===== src/rtl/leaf_stream_pkg.sv =====
// rtl/leaf_stream_pkg.sv - shared defaults and watermark helper for the leaf stream FIFO
package leaf_stream_pkg;

  localparam int DEF_PAYLOAD_BITS = 32;
  localparam int DEF_DEPTH_BITS   = 4;
  localparam int DEF_AFULL_SLACK  = 2;
  localparam int STAT_BITS        = 32;

  // almost_full when the number of free entries has fallen to the slack or below
  function automatic logic almost_full_calc(input int unsigned occ,
                                            input int unsigned depth,
                                            input int unsigned slack);
    return (depth - occ) <= slack;
  endfunction

endpackage


===== src/rtl/leaf_fifo_ram.sv =====
// rtl/leaf_fifo_ram.sv - FIFO storage: one synchronous write port, one asynchronous read port, no reset
module leaf_fifo_ram
  import leaf_stream_pkg::*;
#(
  parameter int PAYLOAD_BITS = DEF_PAYLOAD_BITS,
  parameter int ADDR_BITS    = DEF_DEPTH_BITS
) (
  input  logic                    clk,
  input  logic                    we,
  input  logic [ADDR_BITS-1:0]    waddr,
  input  logic [PAYLOAD_BITS-1:0] wdata,
  input  logic [ADDR_BITS-1:0]    raddr,
  output logic [PAYLOAD_BITS-1:0] rdata
);

  logic [PAYLOAD_BITS-1:0] mem [1 << ADDR_BITS];

  // contents are never reset; the controller decides what is meaningful
  always_ff @(posedge clk) begin
    if (we) mem[waddr] <= wdata;
  end

  assign rdata = mem[raddr];

endmodule


===== src/rtl/leaf_stream_fifo.sv =====
// rtl/leaf_stream_fifo.sv - elastic vld/ack stream FIFO with occupancy, watermark and optional stats (LEAF_FIFO_STATS_EN)
module leaf_stream_fifo
  import leaf_stream_pkg::*;
#(
  parameter int PAYLOAD_BITS = DEF_PAYLOAD_BITS,
  parameter int DEPTH_BITS   = DEF_DEPTH_BITS,
  parameter int AFULL_SLACK  = DEF_AFULL_SLACK
) (
  input  logic                    clk,
  input  logic                    reset_n,
  input  logic [PAYLOAD_BITS-1:0] din,
  input  logic                    din_vld,
  output logic                    din_ack,
  output logic [PAYLOAD_BITS-1:0] dout,
  output logic                    dout_vld,
  input  logic                    dout_ack,
  output logic [DEPTH_BITS:0]     count,
  output logic                    almost_full,
  output logic [STAT_BITS-1:0]    stat_in,
  output logic [STAT_BITS-1:0]    stat_out,
  output logic [DEPTH_BITS:0]     stat_max
);

  localparam int                DEPTH     = 1 << DEPTH_BITS;
  localparam logic [DEPTH_BITS:0] DEPTH_CNT = (DEPTH_BITS + 1)'(DEPTH);
  localparam logic [DEPTH_BITS-1:0] LAST_IDX = DEPTH_BITS'(DEPTH - 1);

  logic [DEPTH_BITS-1:0]   wr_ptr, rd_ptr;
  logic [DEPTH_BITS:0]     count_q, count_next;
  logic                    ready_q;
  logic                    wr_wrapped;
  logic                    wr_en, rd_en;
  logic [PAYLOAD_BITS-1:0] ram_rdata;

  assign din_ack  = ready_q;
  assign dout_vld = (count_q != '0);
  assign wr_en    = din_vld & ready_q;
  assign rd_en    = dout_ack & dout_vld;
  assign count    = count_q;

  assign almost_full = almost_full_calc(32'(count_q), 32'(DEPTH), 32'(AFULL_SLACK));

  // until every slot has been written once since reset, an empty FIFO shows zero instead of pre-reset data
  assign dout = (dout_vld || wr_wrapped) ? ram_rdata : '0;

  // occupancy moves only when exactly one side transfers
  always_comb begin
    count_next = count_q;
    if (wr_en && !rd_en)      count_next = count_q + 1'b1;
    else if (!wr_en && rd_en) count_next = count_q - 1'b1;
  end

  // pointers, occupancy and the registered ready flag; ready stays low until the first edge after reset
  always_ff @(posedge clk or negedge reset_n) begin
    if (!reset_n) begin
      wr_ptr     <= '0;
      rd_ptr     <= '0;
      count_q    <= '0;
      ready_q    <= 1'b0;
      wr_wrapped <= 1'b0;
    end else begin
      if (wr_en) wr_ptr <= wr_ptr + 1'b1;
      if (rd_en) rd_ptr <= rd_ptr + 1'b1;
      if (wr_en && wr_ptr == LAST_IDX) wr_wrapped <= 1'b1;
      count_q <= count_next;
      ready_q <= (count_next != DEPTH_CNT);
    end
  end

  leaf_fifo_ram #(
    .PAYLOAD_BITS(PAYLOAD_BITS),
    .ADDR_BITS   (DEPTH_BITS)
  ) u_ram (
    .clk  (clk),
    .we   (wr_en),
    .waddr(wr_ptr),
    .wdata(din),
    .raddr(rd_ptr),
    .rdata(ram_rdata)
  );

`ifdef LEAF_FIFO_STATS_EN
  logic [STAT_BITS-1:0] stat_in_q, stat_out_q;
  logic [DEPTH_BITS:0]  stat_max_q;

  // transfer counters wrap freely; the high-water mark tracks the occupancy about to be registered
  always_ff @(posedge clk or negedge reset_n) begin
    if (!reset_n) begin
      stat_in_q  <= '0;
      stat_out_q <= '0;
      stat_max_q <= '0;
    end else begin
      if (wr_en) stat_in_q <= stat_in_q + 1'b1;
      if (rd_en) stat_out_q <= stat_out_q + 1'b1;
      if (count_next > stat_max_q) stat_max_q <= count_next;
    end
  end

  assign stat_in  = stat_in_q;
  assign stat_out = stat_out_q;
  assign stat_max = stat_max_q;
`else
  assign stat_in  = '0;
  assign stat_out = '0;
  assign stat_max = '0;
`endif

endmodule

===== config.mk =====
export PLATFORM = sky130hd
export DESIGN_NAME = leaf_stream_fifo
export DESIGN_NICKNAME = d
export VERILOG_FILES = /design/src/rtl/leaf_stream_pkg.sv /design/src/rtl/leaf_fifo_ram.sv /design/src/rtl/leaf_stream_fifo.sv
export SDC_FILE = /design/constraint.sdc
export NUM_CORES = 1
export LEC_CHECK = 0
export BUFFER_PORTS_ARGS = -buffer_cell sky130_fd_sc_hd__buf_2
export CAP_MARGIN = 25
export CORE_MARGIN = 3
export CORE_UTILIZATION = 60
export CTS_CLUSTER_SIZE = 24
export DETAILED_ROUTE_END_ITERATION = 10
export PLACE_DENSITY = 0.75
export SLEW_MARGIN = 5
export SYNTH_ARGS = -nofsm -noshare
export SYNTH_HDL_FRONTEND = slang
export SYNTH_SLANG_ARGS = --single-unit
export TNS_END_PERCENT = 5

===== constraint.sdc =====
create_clock -name clk -period 5.1 [get_ports clk]
set_clock_uncertainty 0.2 [all_clocks]
set_input_delay 0.51 -clock clk [delete_from_list [all_inputs] [get_ports clk]]
set_output_delay 0.51 -clock clk [all_outputs]
set_load 0.02 [all_outputs]

==> Flow_metrics.wiki <==
{| class="wikitable"
! Metric !! Value
|-
| Type of the worst min-delay path || primary input to register
|-
| CTS Buffer Depth || 3
|-
| Largest net degree at the start of global routing || 99
|-
| PnR worst setup slack || 0.877 ns
|-
| First-pass GRT wire length || 64,500 um
|-
| Number of global-route vias before repair || 10,700
|-
| Worst reg2reg path depth || 9
|-
| Share of the yosys chip area belonging to registers || 74.6%
|-
| Cell area after synthesis || 21,100 um2
|-
| Fillers || 2,210
|-
| Total congestion overflow after global routing || 0
|-
| Reg power frac || 41.6%
|-
| Number of synthesis warnings || 0
|-
| Multi-input combinational cell area || 4840 um2
|-
| Std-Cell Core Area || 34,600 um2
|-
| Clock latency at the later pin of the worst-skew pair || 0.55 ns
|-
| Number of sinks on the clock net || 527
|-
| Crit start category || register
|-
| Number of buffer and inverter instances along the worst setup path || 3
|-
| Wire length per cell after detailed routing || 24.5 um
|-
| Antenna cell count || 0
|-
| Die Outline Area || 37,500 um2
|-
| Setup repair after global routing missed its margin || false
|-
| Count of final max-slew check failures || 0
|-
| DR pass1 iterations || 5
|-
| Final HPWL DP || 23,100 um
|-
| Number of vias per cell after detailed routing || 6.10
|-
| Mean post-synth cell area || 18.1 um2
|-
| Int Pwr || 0.00890 W
|-
| Violation count after the first detailed-routing iteration || 1,013
|-
| Final design instance area without fill || 23,500 um2
|-
| Cells traversed along the worst timing path || inv_1, ha_1, nor3b_1, ha_1, nand2b_1, nor2b_4, buf_4, o21ai_0, o31ai_1, buf_2
|-
| Worst Max-Slew Pin Slew || 1.04 ns
|-
| Setup violations, final || 0
|-
| Number of buffers added on ports || 75
|-
| Net Switching || 0.00445 W
|-
| Placed Instance Area || 21,800 um2
|-
| Crit. path cell count || 10
|-
| Clk network pwr share || 26.2%
|-
| Flop and latch count out of synthesis || 527
|-
| Worst relative slew slack || 31.0%
|-
| Data arrival time of the worst path || 3.51 ns
|-
| Initial core utilization || 61.0%
|-
| Most prevalent standard cell on the critical path || sky130_fd_sc_hd__ha_1
|-
| Highest-delay cell along the critical path || sky130_fd_sc_hd__nor2b_4
|-
| Share of cells above drive strength 1 || 20.6%
|-
| Synth-to-layout area growth || 11.4%
|-
| Leading register cell type out of synthesis || sky130_fd_sc_hd__edfxtp_1
|-
| CP Capture Type || primary output
|-
| Footprint of the flip-flops and latches || 15,800 um2
|-
| Category of cells accounting for the largest share of critical-path delay || simple AND/OR/NAND/NOR gates
|-
| Io pins || 145
|-
| Total global routing track utilization || 22.5%
|-
| Post-Place Setup Slack || 1.43 ns
|-
| Status || finished, final reports clean
|-
| Max-cap viol count || 0
|-
| Pwr per Cell Area || 567 nW/um2
|-
| Number of buffers created by CTS || 51
|-
| Via count || 10,700
|-
| Number of nets with antenna violations after detailed routing || 0
|-
| TritonCTS clock tree || yes
|-
| GPL Wtd Cong || 0.745
|-
| Number of instances on the worst hold path || 3
|-
| Leakage power of the design || 8.21 nW
|-
| Critical path's largest stage delay || 0.50 ns
|-
| Critical path peak fanout || 15
|-
| Post-Syn Instances || 1,169
|-
| DRC violations left || 0
|-
| Horizontal extent of the die || 194 um
|-
| Number of synthesized flops with an enable pin || 512
|-
| Peak VDD IR || 0.375 mV
|-
| Required @ worst endpoint || 4.39 ns
|-
| Setup CP Type || register to primary output
|-
| Highest achievable clock rate || 237 MHz
|-
| Switching part of the total || 33.3%
|-
| Time the worst path needs with I/O delays and setup || 4.22 ns
|-
| Placement Rows || 68
|-
| Combinational fraction of design power || 32.2%
|-
| Height of the chip || 194 um
|-
| Post-CTS clock slew at the launch and capture registers of the worst setup and hold paths || 0.06 ns
|-
| Cell chosen for the clock root || sky130_fd_sc_hd__clkbuf_16
|-
| Count of different cell masters after synthesis || 43
|-
| Final clock period utilization by the worst path || 82.8%
|-
| Fraction of registers with async set or reset after synthesis || 2.85%
|-
| Final hold violation count || 0
|-
| Sum Neg Setup Slack || 0 ns
|-
| Number of H-tree levels || 2
|-
| Sum of routed wire length over all layers || 42,900 um
|-
| Antenna violations before repair || 1
|-
| Number of nets in the layout || 1,307
|}
[cell usage after synthesis, types with 2 or more instances]
cell type	number	area [um2]
sky130_fd_sc_hd__dfrtp_1	15	375
sky130_fd_sc_hd__mux2_2	38	428
sky130_fd_sc_hd__mux2i_1	154	1540
sky130_fd_sc_hd__clkbuf_1	20	75.1
sky130_fd_sc_hd__buf_4	74	556
sky130_fd_sc_hd__o21ai_0	4	20.0
sky130_fd_sc_hd__edfxtp_1	512	15400
sky130_fd_sc_hd__o22ai_1	18	113
sky130_fd_sc_hd__buf_2	32	160
sky130_fd_sc_hd__nand3_1	38	190
sky130_fd_sc_hd__nor2b_1	7	43.8
sky130_fd_sc_hd__nor3b_1	2	15.0
sky130_fd_sc_hd__mux4_2	32	721
sky130_fd_sc_hd__buf_1	5	18.8
sky130_fd_sc_hd__ha_1	9	113
sky130_fd_sc_hd__xor2_1	3	26.3
sky130_fd_sc_hd__nand2b_1	2	12.5
sky130_fd_sc_hd__and2_1	14	87.6
sky130_fd_sc_hd__o31ai_1	19	143
sky130_fd_sc_hd__inv_1	6	22.5
sky130_fd_sc_hd__and3_1	6	37.5
sky130_fd_sc_hd__o211ai_1	14	105
sky130_fd_sc_hd__xnor2_1	8	70.1
sky130_fd_sc_hd__nor2_1	22	82.6
sky130_fd_sc_hd__nand2_1	20	75.1
sky130_fd_sc_hd__a211oi_1	2	15.0
sky130_fd_sc_hd__a22oi_1	77	578
[placed cells by master, fill, tap and decap left out, types with 2 or more instances in the layout]
cell	netlist	layout
sky130_fd_sc_hd__a211oi_1	2	2
sky130_fd_sc_hd__a22oi_1	77	77
sky130_fd_sc_hd__and2_2	0	13
sky130_fd_sc_hd__and3_1	6	2
sky130_fd_sc_hd__and3_2	0	4
sky130_fd_sc_hd__buf_12	0	13
sky130_fd_sc_hd__buf_16	0	2
sky130_fd_sc_hd__buf_2	32	75
sky130_fd_sc_hd__buf_4	74	13
sky130_fd_sc_hd__bufinv_16	0	2
sky130_fd_sc_hd__clkbuf_1	20	16
sky130_fd_sc_hd__clkbuf_16	0	53
sky130_fd_sc_hd__clkinv_1	0	10
sky130_fd_sc_hd__clkinv_2	0	8
sky130_fd_sc_hd__conb_1	1	69
sky130_fd_sc_hd__dfrtp_1	15	12
sky130_fd_sc_hd__dfrtp_4	0	2
sky130_fd_sc_hd__edfxtp_1	512	512
sky130_fd_sc_hd__ha_1	9	9
sky130_fd_sc_hd__inv_1	6	6
sky130_fd_sc_hd__mux2_2	38	38
sky130_fd_sc_hd__mux2i_1	154	154
sky130_fd_sc_hd__mux4_2	32	32
sky130_fd_sc_hd__nand2_1	20	20
sky130_fd_sc_hd__nand2b_1	2	2
sky130_fd_sc_hd__nand3_1	38	38
sky130_fd_sc_hd__nor2_1	22	21
sky130_fd_sc_hd__nor2b_1	7	4
sky130_fd_sc_hd__nor2b_4	0	3
sky130_fd_sc_hd__nor3b_1	2	2
sky130_fd_sc_hd__o211ai_1	14	14
sky130_fd_sc_hd__o21ai_0	4	4
sky130_fd_sc_hd__o22ai_1	18	18
sky130_fd_sc_hd__o31ai_1	19	19
sky130_fd_sc_hd__xnor2_1	8	8
sky130_fd_sc_hd__xor2_1	3	3
[registers in the layout (all words and copies together), names as in the netlist]
register and flops:
count 5, din_ack 1, rd_ptr 4, wr_wrapped 1
wr_ptr 4, u_ram.mem 512
[worst min-delay path, delay by kind of cell]
kind	cells	cell delay, ns
xor+xnor	1	0.06
buf+inv	1	0.12
simple gates	1	0.09
[cell type report]
| type | instances | area share (%) |
|---|---|---|
| multi-input combinational | 572 | 20.6 |
| timing repair buffer | 104 | 3.39 |
| inverter | 6 | 0.0957 |
| sequential | 527 | 67.0 |
| clock buffer | 70 | 5.95 |
| tap | 455 | 2.42 |
| clock inverter | 21 | 0.617 |
[power by group through the flow]
stage	clock network, W	logic (W)	registers (W)
after floorplan	0	0.00309	0.00547
after global placement	0	0.00416	0.00562
after detailed placement	0	0.00424	0.00564
after CTS	0.00354	0.00427	0.00555
after global routing	0.00371	0.00459	0.00559
final	0.00350	0.00430	0.00555
[kinds of logic (layout without fill, tap and decap cells)]
kind of cell,after synthesis,count (layout),share of synthesized area (%)
flops,527,527,74.6
xor+xnor,11,11,0.456
mux,224,224,12.7
compound gates,140,140,4.86
other cells,1,69,0.0178
fa+ha+maj,9,9,0.533
buf+inv,138,201,3.99
simple gates,119,119,2.85
[metrics by stage]
stage	utilization, %	hold WS, ns	instances	total power (W)
after floorplan	-	0.0144	1237	0.00855
after global routing	68.0	0.0622	1755	0.0139
after detailed placement	62.9	0.237	1654	0.00988
after global placement	62.6	0.230	1649	0.00978
final	68.0	0.0681	1755	0.0133
after CTS	67.4	0.0485	1746	0.0134
[layer usage]
layer / vias to the layer above / wire (um) / global-route usage, %
met5: - / 11 / 0
met4: 2 / 705 / 5.73
met3: 63 / 3180 / 3.35
met2: 477 / 20700 / 35.5
met1: 5482 / 18300 / 33.7
li1: 4682 / - / -
[what timing repair did]
item	4_1_cts	5_1_grt
buffers inserted	0	0
hold endpoints to repair	15	0
hold buffers	1	0
resized for setup	0	0
endpoints found under the setup margin	0	0
[final timing paths]
| kind | start | to | slack, ns |
|---|---|---|---|
| max reg2reg | count[0]$_DFF_PN0_ | din_ack$_DFF_PN0_ | 2.10 |
| min in group asynchronous | reset_n | count[0]$_DFF_PN0_ | 0.20 |
| max in group asynchronous | reset_n | rd_ptr[0]$_DFFE_PN0P_ | 4.21 |
| min reg2reg | wr_wrapped$_DFFE_PN0P_ | wr_wrapped$_DFFE_PN0P_ | 0.29 |
| max | count[0]$_DFF_PN0_ | dout[16] | 0.88 |
| min | din_vld | wr_ptr[2]$_DFFE_PN0P_ | 0.07 |
No activity file was read; power rests on OpenSTA's default activity.
